## src/rtl/adder4_seq_ctrl.sv

```systemverilog
// Nibble-serial WIDTH-bit adder built around one 4-bit CLA, with valid/ready on both sides.
// Optional subtract mode is enabled by defining ADDSEQ_SUB_EN.

module adder4 (
    input  logic [3:0] a,
    input  logic [3:0] b,
    input  logic       c0,
    output logic [3:0] s,
    output logic       cout
);
    logic [3:0] g;
    logic [3:0] p;
    logic [4:0] c;

    always_comb begin
        g    = a & b;
        p    = a ^ b;
        c[0] = c0;
        c[1] = g[0] | (p[0] & c0);
        c[2] = g[1] | (p[1] & g[0]) | (p[1] & p[0] & c0);
        c[3] = g[2] | (p[2] & g[1]) | (p[2] & p[1] & g[0])
             | (p[2] & p[1] & p[0] & c0);
        c[4] = g[3] | (p[3] & g[2]) | (p[3] & p[2] & g[1])
             | (p[3] & p[2] & p[1] & g[0])
             | (p[3] & p[2] & p[1] & p[0] & c0);
        s    = p ^ c[3:0];
        cout = c[4];
    end
endmodule

module adder4_seq_ctrl #(
    parameter int WIDTH = 32
) (
    input  logic             clk,
    input  logic             rst_n,
    input  logic             in_valid,
    output logic             in_ready,
    input  logic [WIDTH-1:0] in_a,
    input  logic [WIDTH-1:0] in_b,
    input  logic             in_cin,
`ifdef ADDSEQ_SUB_EN
    input  logic             in_sub,
`endif
    output logic             out_valid,
    input  logic             out_ready,
    output logic [WIDTH-1:0] out_sum,
    output logic             out_cout,
    output logic             out_ovf,
    output logic             busy
);
    localparam int NIB = WIDTH / 4;
    localparam int IW  = (NIB > 1) ? $clog2(NIB) : 1;

    generate
        if ((WIDTH % 4 != 0) || (WIDTH < 4)) begin : g_bad_width
            $error("adder4_seq_ctrl: WIDTH must be a multiple of 4 and >= 4");
        end
    endgenerate

    typedef enum logic [1:0] {
        IDLE,
        BUSY,
        DONE
    } state_t;

    state_t            state;
    state_t            nxt;
    logic [IW-1:0]     idx;
    logic              carry;
    logic [WIDTH-1:0]  a_reg;
    logic [WIDTH-1:0]  b_reg;
    logic [WIDTH-1:0]  sum_reg;
    logic [3:0]        nib_s;
    logic              nib_c;
    logic              accept;
    logic              last;
    logic [WIDTH-1:0]  b_load;
    logic              c_load;

    adder4 u_add (
        .a    (a_reg[{idx, 2'b00} +: 4]),
        .b    (b_reg[{idx, 2'b00} +: 4]),
        .c0   (carry),
        .s    (nib_s),
        .cout (nib_c)
    );

    // Subtract is a + ~b + 1, so b is stored already inverted.
`ifdef ADDSEQ_SUB_EN
    assign b_load = in_sub ? ~in_b : in_b;
    assign c_load = in_sub ? 1'b1 : in_cin;
`else
    assign b_load = in_b;
    assign c_load = in_cin;
`endif

    assign accept = in_valid && in_ready;
    assign last   = (idx == IW'(NIB - 1));

    always_comb begin
        nxt       = state;
        in_ready  = 1'b0;
        out_valid = 1'b0;
        busy      = 1'b0;
        unique case (state)
            IDLE: begin
                in_ready = 1'b1;
                if (in_valid) nxt = BUSY;
            end
            BUSY: begin
                busy = 1'b1;
                if (last) nxt = DONE;
            end
            DONE: begin
                busy      = 1'b1;
                out_valid = 1'b1;
                if (out_ready) nxt = IDLE;
            end
            default: nxt = IDLE;
        endcase
    end

    always_ff @(posedge clk or negedge rst_n) begin
        if (!rst_n) begin
            state   <= IDLE;
            idx     <= '0;
            carry   <= 1'b0;
            a_reg   <= '0;
            b_reg   <= '0;
            sum_reg <= '0;
        end else begin
            state <= nxt;
            if (accept) begin
                a_reg   <= in_a;
                b_reg   <= b_load;
                carry   <= c_load;
                idx     <= '0;
                sum_reg <= '0;
            end else if (state == BUSY) begin
                sum_reg[{idx, 2'b00} +: 4] <= nib_s;
                carry <= nib_c;
                idx   <= last ? '0 : idx + IW'(1);
            end
        end
    end

    assign out_sum  = sum_reg;
    assign out_cout = carry;
    assign out_ovf  = (state == DONE)
                   && (a_reg[WIDTH-1] == b_reg[WIDTH-1])
                   && (sum_reg[WIDTH-1] != a_reg[WIDTH-1]);
endmodule
```

## config.mk

```make
export PLATFORM = sky130hd
export DESIGN_NAME = adder4_seq_ctrl
export DESIGN_NICKNAME = d
export VERILOG_FILES = /design/src/rtl/adder4_seq_ctrl.sv
export SDC_FILE = /design/constraint.sdc
export NUM_CORES = 1
export LEC_CHECK = 0
export BUFFER_PORTS_ARGS = -buffer_cell sky130_fd_sc_hd__buf_2
export CORE_MARGIN = 2
export CORE_UTILIZATION = 55
export CTS_CLUSTER_DIAMETER = 100
export DETAILED_ROUTE_END_ITERATION = 6
export PLACE_DENSITY = 0.82
export SYNTH_ARGS = -nofsm -noshare
export SYNTH_HDL_FRONTEND = slang
export SYNTH_SLANG_ARGS = --single-unit
```

## constraint.sdc

```tcl
create_clock -name clk -period 3.52 [get_ports clk]
set_input_delay 0.704 -clock clk [delete_from_list [all_inputs] [get_ports clk]]
set_output_delay 0.704 -clock clk [all_outputs]
set_load 0.02 [all_outputs]
```

# Word-level counts from Yosys, hierarchy flattened

Index checks and enable logic that the tools add are counted.
Widths: inputs -> output; s select.

Bits in registers: 102
Bits of input ports: 69
Output and inout bits: 37
Word-level logic and storage cells: 71

Add/sub/neg operators: 2
Eq/ne operators: 8
Shifts and indexed selects: 4
Muxes and demuxes: 15
Bitwise gates (word level): 29
Reduce and logical (&&, ||, !) cells: 7

Operator list:

| kind                   | count |
|---|---|
| $mux 32                | 2 |
| $shiftx 32x6->4        | 2 |
| $bwmux 32              | 1 |
| $shift 4x7->32 const A | 1 |
| $shiftx 4x7->32        | 1 |
| $and 1x1->1            | 16 |
| $or 1x1->1             | 10 |
| $mux 3                 | 3 |
| $xor 4x4->4            | 2 |
| $neg 5->7              | 1 |
| $mux 2                 | 3 |
| $ne 2x2->1 const B     | 3 |
| $pmux 2 s3             | 1 |
| $mux 1                 | 5 |
| $and 4x4->4            | 1 |
| $add 3x1->3 const B    | 1 |
| $eq 3x3->1 const B     | 1 |
| $logic_and 1x1->1      | 3 |
| $reduce_and 3->1       | 1 |
| $eq 2x1->1 const B     | 1 |
| $eq 2x2->1 const B     | 1 |
| $logic_not 2->1        | 1 |
| $reduce_bool 2->1      | 1 |
| $reduce_or 2->1        | 1 |
| other kinds (2)        | 2 |

# Longest topological paths before layout

Gate-level depths: netlist (run 1).

Depth in word-level cells: 11
Mapped depth: 11
Mapped depth without buffers: 8

# By module

Synthesis (run 1) repeated with hierarchy kept, for this count alone.

Cell total of the unflattened synthesis: 382
Area, all modules: 5,027.3 um^2

Modules (own cells, without submodules):

| module          | instances | cells an instance | area each (um^2) | sequential area each (um^2) |
|---|---|---|---|---|
| adder4_seq_ctrl | 1         | 365               | 4,879.7          | 2,552.4 |
| adder4          | 1         | 17                | 147.6            | 0.0 |

# Worst setup path after synthesis (run 1)

Ideal clock, no wire load.

Kind: register -> register
From: register idx[0]
To: register sum_reg[22], in the netlist out_sum[22]
Library setup time: 0.121 ns
Arrival: 2.654 ns
Data required time: 3.399 ns
Path slack: 0.745 ns
Cell stages (with the launch flop): 12
Buffers on the path: 3
Clock period less this slack: 2.775 ns
Cells stage by stage: dfrtp_1 -> buf_4 -> buf_6 -> mux4_2 -> nand2_1 -> nand2_1 -> ha_1 -> a211o_1 -> a21o_1 -> and2_4 -> buf_6 -> a22o_1

Cells in the longest elaborated chain, start to end: 11
Elaborated cells on any way between the ends: 26
Those cells by class: 1 x add/sub; 4 x shift; 3 x mux; 18 x bitwise

RTL lines:

| item                                       | RTL line | source |
|---|---|---|
| start: declaration                         | 68       | `logic [IW-1:0] idx;` |
| start signal: assignment                   | 142      | `idx <= last ? '0 : idx + IW'(1);` |
| $shiftx 32x6->4, on equally long branches  | 81, 82   |  |
| $xor 4x4->4 or $and 4x4->4 (tied branches) | 17, 16   |  |
| $and 1x1->1, on equally long branches      | 21, 22   |  |
| $or 1x1->1 (tied with other cells)         | 21       | `c[3] = g[2] \| (p[2] & g[1]) \| (p[2] & p[1] & g[0])` |
| $or 1x1->1 or $and 1x1->1 (tied branches)  | 21, 22   |  |
| $or 1x1->1                                 | 22       | `\| (p[2] & p[1] & p[0] & c0);` |
| $xor 4x4->4                                | 26       | `s = p ^ c[3:0];` |
| $shiftx 4x7->32                            | 140      | `sum_reg[{idx, 2'b00} +: 4] <= nib_s;` |
| $bwmux 32 *                                | 140      |  |
| $mux 32 *                                  | 139      | `end else if (state == BUSY) begin` |
| $mux 32 *                                  | 133      | `if (accept) begin` |
| end signal: indexed assignment             | 140      |  |
| end: declaration                           | 72       | `logic [WIDTH-1:0] sum_reg;` |

Mark *: on every way between the ends. The rest lies on a longest branch, timed or not. The select of a mux whose other input is x is not followed.
A chain may end at the register's enable or synchronous reset.

# Final worst setup path (run 1)

From: register idx[0]
To: register sum_reg[15], in the netlist out_sum[15]

The elaborated chain is that of the path after synthesis.

==> results.txt, run 1 <==
The run finished with clean final reports. For this run, design rule violations remaining after detail routing come to 0. The number of global-route vias before repair is 3,812. The first-pass iteration count of the detailed router came out at 5.

The number of setup violations in the final report is 0. The total clock buffers created by CTS came out at 9. The height of the die is 98.5 um. The number of max-cap violations is 0.

The root buffer cell is clkbuf_8. In this design, the stage delay of the slowest critical-path cell is 0.54 ns. Using the TritonRoute via totals, the vias-per-cell ratio works out to 5.47. The maximum clock path buffer count came out at 2. The critical path is of the reg -> reg type. The worst path needs 2.95 ns of the cycle, external delays included. The fraction of layout instances using a drive strength above 1 is 26.1%. Pin placement for this block handled 106 I/O pins. The largest individual stage delay along the critical path comes from the cell mux4_2. Data on the critical path is required at its endpoint by 3.76 ns. The least setup slack across all paths after layout came out at 0.569 ns. The static power due to leakage came out at 3.11 nW. The number of failing hold endpoints at the final stage is 0.

The sequential area share after synthesis is 52.0%. Timing analysis after detailed placement gives a worst setup slack of 0.579 ns. The tightest min-delay check is of the in -> async type.

The post-layout net count came out at 681. Entering global routing, the biggest net connects 74 pins. Leaving out fill and tap cells, the most frequent cell in the layout is nand2_1. Measured along the x axis, the die boundary spans 98.5 um. Hold is met by 0.446 ns. Setup repair after global routing left no endpoint under its margin. The actual slew at the worst max-slew pin came out at 0.885 ns.

TritonCTS built the clock tree. The initial antenna violation count is 0. The area of placed instances came out at 5500 sq um.

The number of buffer and inverter instances along the worst setup path is 1. STA classifies the critical path endpoint as a register. The count of buffers added on input and output ports is 105. Among the stages of the critical path, the cell type that occurs most often is nand2_1.

The power density over cell area is 924 nW/um^2. The violation count after the first detailed-routing iteration is 149. The clock network latency to the later pin of the worst-skew pair came out at 0.37 ns.

The number of antenna diodes in the final layout is 0. After clock tree synthesis, the flow added hold-fix buffers numbering 0. The detail route stage leaves a number of antenna-violating nets equal to 0.

The die footprint came out at 9700 sq um. The global-route wire length before repair is 18.3 mm. The area added between synthesis and finish came out at 16.5%.

The routed length per placed instance is 15.1 um. After global routing the overflow that remains totals 0. The per-instance average area after synthesis is 9.88 sq um. In this run the post-CTS setup repair buffer count came out at 0. The detailed placement HPWL came out at 7.89 mm. The cell family contributing the most delay on the critical path is compound AO/OA/AOI/OAI gates.

The global-route usage over all layers is 23.7%. Among all flip-flop cells after synthesis, the most frequent one is dfrtp_1. After clock tree synthesis, the clock-pin slew on the worst setup and hold paths is 0.10 ns. The startpoint kind of the worst setup timing path is a register. The total number of H-tree levels came out at 3. Headroom to the max-slew limit came out at 41.0%. The fraction of the cycle the final worst path needs is 83.8%.

The data arrival time of the worst path came out at 3.19 ns. Synthesis handed over a netlist of 497 instances. After floorplanning, the core was sized to cover 8680 sq um. The worst-case vdd ir drop is 0.404 mV.

When the netlist entered floorplanning its net count stood at 582. The achievable frequency came out at 339 MHz. The signal on the critical path passes through buf_4, mux4_2, nand2_1, nand2_1, ha_1, a211o_1, and3_1, o311ai_4, o31ai_1. The number of warnings printed during yosys synthesis came out at 0.

The floorplan has 34 rows. Post-CTS repair changed the size of 0 cells. The proportion of synthesized flip-flops having asynchronous set or reset came out at 100%. Clock tree synthesis found a total of 102 sinks. The post-route cell area came out at 5720 sq um. The via total after detailed routing came out at 3,877. The aggregate negative setup slack is 0 ns. The congestion estimate from routability-driven global placement came to 0.890. The initial standard-cell utilization of the core is 56.6%. Counting distinct cell types in the post-synthesis netlist gives 43. The final max-slew violation count is 0. The final clock skew is 0.0133 ns. The final wirelength is 10.7 mm. The post-synth design cell area is 4910 sq um. After synthesis the netlist holds a flip-flop and latch count of 102. Leaving out fill and tap cells, the most frequent cells in the layout are 230 x nand2_1, 104 x buf_2, 102 x dfrtp_1, 19 x a22o_1, 16 x mux4_2. The maximum fanout encountered on the critical timing path is 16.

The number of enable flip-flop cells after synthesis is 0.
[metrics by stage]
step	cells	util, %	power (mW)
4_1_cts	709	65.9	5.32
5_1_grt	709	65.9	5.70
3_3_place_gp	693	63.3	4.37
3_5_place_dp	693	63.3	4.49
6_report	709	65.9	5.28
2_1_floorplan	497	-	3.88
[cells by family (layout without fill, tap and decap cells)]
group,count (synthesis),count (layout),share of synthesized area (%)
xor+xnor,1,1,0.178
flops,102,102,52.0
buf+inv,35,139,3.59
simple gates,273,273,23.5
mux,21,21,8.36
fa+ha+maj,16,16,4.23
compound gates,49,49,8.16
[cell type report]
cell class	instances	area [sq um]
Sequential cell	102	2550
Multi-Input combinational cell	360	2180
Clock inverter	6	92.6
Inverter	10	37.5
Timing Repair Buffer	113	588
Fill cell	683	2960
Tap cell	108	135
Clock buffer	10	128
[metal layers]
layer  up-vias  share of wire (%)  track usage [%]
li1       1851                  -                -
met2       123                 49             39.6
met1      1885                 43             32.0
met5         -                  0                0
met3        18                5.2             3.90
met4         0                1.9             8.32
[synthesized netlist by cell type, types with 4 or more instances]
cell type | number | area share, %
clkbuf_1 | 8 | 0.61
inv_1 | 9 | 0.69
mux2i_1 | 5 | 1.0
dfrtp_1 | 102 | 52
a21oi_1 | 8 | 0.82
buf_2 | 12 | 1.2
o31ai_1 | 4 | 0.61
and2_1 | 4 | 0.51
nor2_1 | 12 | 0.92
ha_1 | 15 | 3.8
mux4_2 | 16 | 7.3
nand2_1 | 231 | 18
nand3_1 | 6 | 0.61
a22o_1 | 19 | 3.4
[where the power goes]
part | internal, mW | leakage [nW] | switching (mW)
clock network | 0.406 | 0.104 | 0.406
registers | 1.57 | 1.32 | 0.277
logic | 1.02 | 1.69 | 1.60
total | 3.00 | 3.11 | 2.28
[worst paths after layout]
kind | endpoint | start | slack, ns | cells after the start
worst max-delay path | out_sum[15] | idx[0] | 0.57 | 9
worst min-delay path | out_sum[14] | rst_n | 0.45 | 1
worst max register to register | out_sum[15] | idx[0] | 0.57 | 9
worst min register to register | a_reg[28] | a_reg[28] | 0.48 | 2
max in group asynchronous | b_reg[21] | rst_n | 2.29 | 2
min in group clk | a_reg[28] | a_reg[28] | 0.48 | 2
Note: power is estimated with default switching activity, not from simulation.
==> run 2, diff against run 1 <==
==> constraint.sdc (replaced) <==
create_clock -name clk -period 2.8 [get_ports clk]
set_input_delay 0.56 -clock clk [delete_from_list [all_inputs] [get_ports clk]]
set_output_delay 0.56 -clock clk [all_outputs]
set_load 0.02 [all_outputs]
==> results.txt, run 2 (synthesized netlist as in run 1, its figures left out) <==
The post-layout net count came out at 685 (was 681). The footprint of the flip-flops and latches is 2550 sq um (unchanged). The number of antenna-violating nets in the routed design came out at 0 (unchanged).

The die footprint is 9700 sq um (unchanged). The number of max-cap violations was 0 (unchanged). The clock tree from TritonCTS is yes (unchanged). The startpoint kind of the worst setup timing path is a register (unchanged). Cell breakdown of the critical path: buf_12, mux4_2, nand2_1, nand2_1, ha_1, or2_1, and3_1, o311ai_4, buf_12, o31ai_1 (was buf_4, mux4_2, nand2_1, nand2_1, ha_1, a211o_1, and3_1, o311ai_4, o31ai_1). Result of the run: complete, no violations (unchanged). The post-route cell area came out at 5800 sq um (was 5720 sq um). The initial antenna violation count came out at 0 (unchanged).

The relative contribution of sequential cells to total power was 33.1% (was 35.0%). The clock-pin slew of the registers on the worst-case setup and hold paths came out at 0.10 ns (about the same). The number of input and output port buffers inserted is 105 (unchanged). The number of setup violations in the final report came to 0 (unchanged). The antenna diode instance count is 0 (unchanged). The number of global-route vias before repair came to 3,884 (was 3,812). The total clock buffers created by CTS is 9 (unchanged). The pin count of the biggest net entering global routing is 65 (was 74). The global-route wire length before repair came to 18.6 mm (was 18.3 mm).

The die boundary width came out at 98.5 um (unchanged). The worst setup slack after placement came out at -0.0613 ns (was 0.579 ns). The global route total overflow is 0 (unchanged).

The switching portion of total power came out at 42.7% (was 43.2%). The number of failing hold endpoints at the final stage is 0 (unchanged). The maximum cell stage delay along the critical path is 0.50 ns (was 0.54 ns). The achievable frequency came out at 373 MHz (was 339 MHz). The final clock skew is 0.0135 ns (was 0.0133 ns). The fraction of layout instances using a drive strength above 1 is 27.3% (was 26.1%). The net switching power came out at 2.95 mW (was 2.28 mW). Top library cells by usage in the layout, fill and taps aside: 229 x nand2_1, 104 x buf_2, 102 x dfrtp_1, 19 x a22o_1, 16 x mux4_2 (was 230 x nand2_1, 104 x buf_2, 102 x dfrtp_1, 19 x a22o_1, 16 x mux4_2). The internal power is 3.95 mW (was 3.00 mW). The routed length per placed instance is 15.1 um (about the same). The startpoint-to-endpoint class of the critical path is reg -> reg (unchanged). The global placement routability congestion came out at 0.897 (was 0.890). The master of the slowest instance on the critical path is mux4_2 (unchanged). The number of placed I/O pins is 106 (unchanged). The static power due to leakage came out at 3.14 nW (was 3.11 nW). The worst-case vdd ir drop came to 0.634 mV (was 0.404 mV).

The required time of the critical path is 3.05 ns (was 3.76 ns). The area of combinational cells with multiple inputs came to 2210 sq um (was 2180 sq um). The initial standard-cell utilization of the core was 56.6% (unchanged).

The final design utilization came out at 66.8% (was 65.9%). The height of the die came out at 98.5 um (unchanged). The final critical path time including I/O delays and setup came to 2.68 ns (was 2.95 ns).

The actual slew at the worst max-slew pin is 0.605 ns (was 0.885 ns). The least setup slack across all paths after layout is 0.121 ns (was 0.569 ns). The global-route usage over all layers came out at 23.8% (was 23.7%). The endpoint type of the worst setup path is a register (unchanged). The fraction of power consumed by the clock network came out at 13.6% (was 15.4%).

The area added between synthesis and finish came out at 18.2% (was 16.5%). The number of clock sinks came out at 102 (unchanged). The detailed placement HPWL came out at 8.03 mm (was 7.89 mm). The path class of the lowest-slack min-delay path was in -> async (unchanged). The violation count after the first detailed-routing iteration is 208 (was 149). The final max-slew violation count is 0 (unchanged).

The power density over cell area came out at 1190 nW/um^2 (was 924 nW/um^2). The final-layout fill cell count came out at 701 (was 683). The maximum fanout encountered on the critical timing path came out at 10 (was 16). The logic gate share of total power is 53.3% (was 49.6%).

The tightest hold margin came to 0.188 ns (was 0.446 ns). The core area is 8680 sq um (unchanged). The total number of H-tree levels is 3 (unchanged). The clock network latency to the later pin of the worst-skew pair is 0.37 ns (about the same). The root buffer cell is clkbuf_8 (unchanged). The number of vias per cell after detailed routing came out at 5.44 (was 5.47). The number of remaining DRC errors came out at 0 (unchanged).

The final wirelength was 10.8 mm (was 10.7 mm). The fraction of the cycle the final worst path needs was 95.7% (was 83.8%). The leading cell type in the layout, fill and taps excluded is nand2_1 (unchanged). The relative slew slack was 59.7% (was 41.0%). The via total after detailed routing came out at 3,878 (was 3,877). The data arrival time of the worst path is 2.92 ns (was 3.19 ns).

The first-pass iteration count of the detailed router is 4 (was 5). The maximum clock path buffer count is 2 (unchanged). The number of hold buffers added after cts came out at 0 (unchanged). The number of core rows came to 34 (unchanged). The area of placed instances is 5550 sq um (was 5500 sq um).
-- run 2: repair_timing --
action                     4_1_cts  5_1_grt
buffers inserted                 2        0
gates resized for setup          0        4
pin swaps                        1        0
gates cloned                     0        0
setup endpoints to repair        8       10
-- run 2: power by group through the flow --
stage               clock network [mW]  registers (mW)  logic [mW]
floorplan                            0            2.25        2.62
global placement                     0            2.29        3.24
detailed placement                   0            2.32        3.37
CTS                              0.950            2.29        3.57
global route                      1.01            2.35        4.07
finish                           0.940            2.28        3.68
-- run 2: layer usage --
metal / up-vias / wire (um) / track usage [%]
met5: - / 0 / 0
met4: 0 / 135 / 7.48
met3: 13 / 618 / 4.04
met2: 113 / 5330 / 38.7
met1: 1889 / 4720 / 33.3
li1: 1863 / - / -
-- run 2: final timing paths --
| kind | from | to | slack, ns | depth (start not counted) |
|---|---|---|---|---|
| max | idx[0] | out_sum[3] | 0.12 | 10 |
| min | rst_n | out_sum[14] | 0.19 | 1 |
| max reg2reg | idx[0] | out_sum[3] | 0.12 | 10 |
| min reg2reg | b_reg[28] | b_reg[28] | 0.48 | 2 |
| max in group asynchronous | rst_n | b_reg[11] | 1.91 | 2 |
| min in group clk | in_a[18] | a_reg[18] | 0.36 | 3 |
-- run 2: area by class of cell --
| class | count | area share, % |
|---|---|---|
| inverter | 10 | 0.647 |
| clock inverter | 6 | 1.23 |
| multi-input combinational | 360 | 38.1 |
| tap | 108 | 2.33 |
| clock buffer | 10 | 2.20 |
| sequential | 102 | 44.0 |
| timing repair buffer | 117 | 11.5 |
-- run 2: through the flow --
stage	setup TNS, ns	instances	total power, mW
2_1_floorplan	0	497	4.87
3_5_place_dp	-0.248	695	5.69
3_3_place_gp	0	695	5.53
4_1_cts	0	713	6.81
6_report	0	713	6.90
5_1_grt	-0.00719	713	7.43
-- run 2: worst max-delay path, delay by kind of cell (launching register included) --
family	cells	cell delay, ns
AO/OA/AOI/OAI	2	0.37
adder cells (fa/ha/maj)	1	0.35
buffers and inverters	2	0.31
flip-flops	1	0.41
multiplexers	1	0.50
AND/OR/NAND/NOR	4	0.63
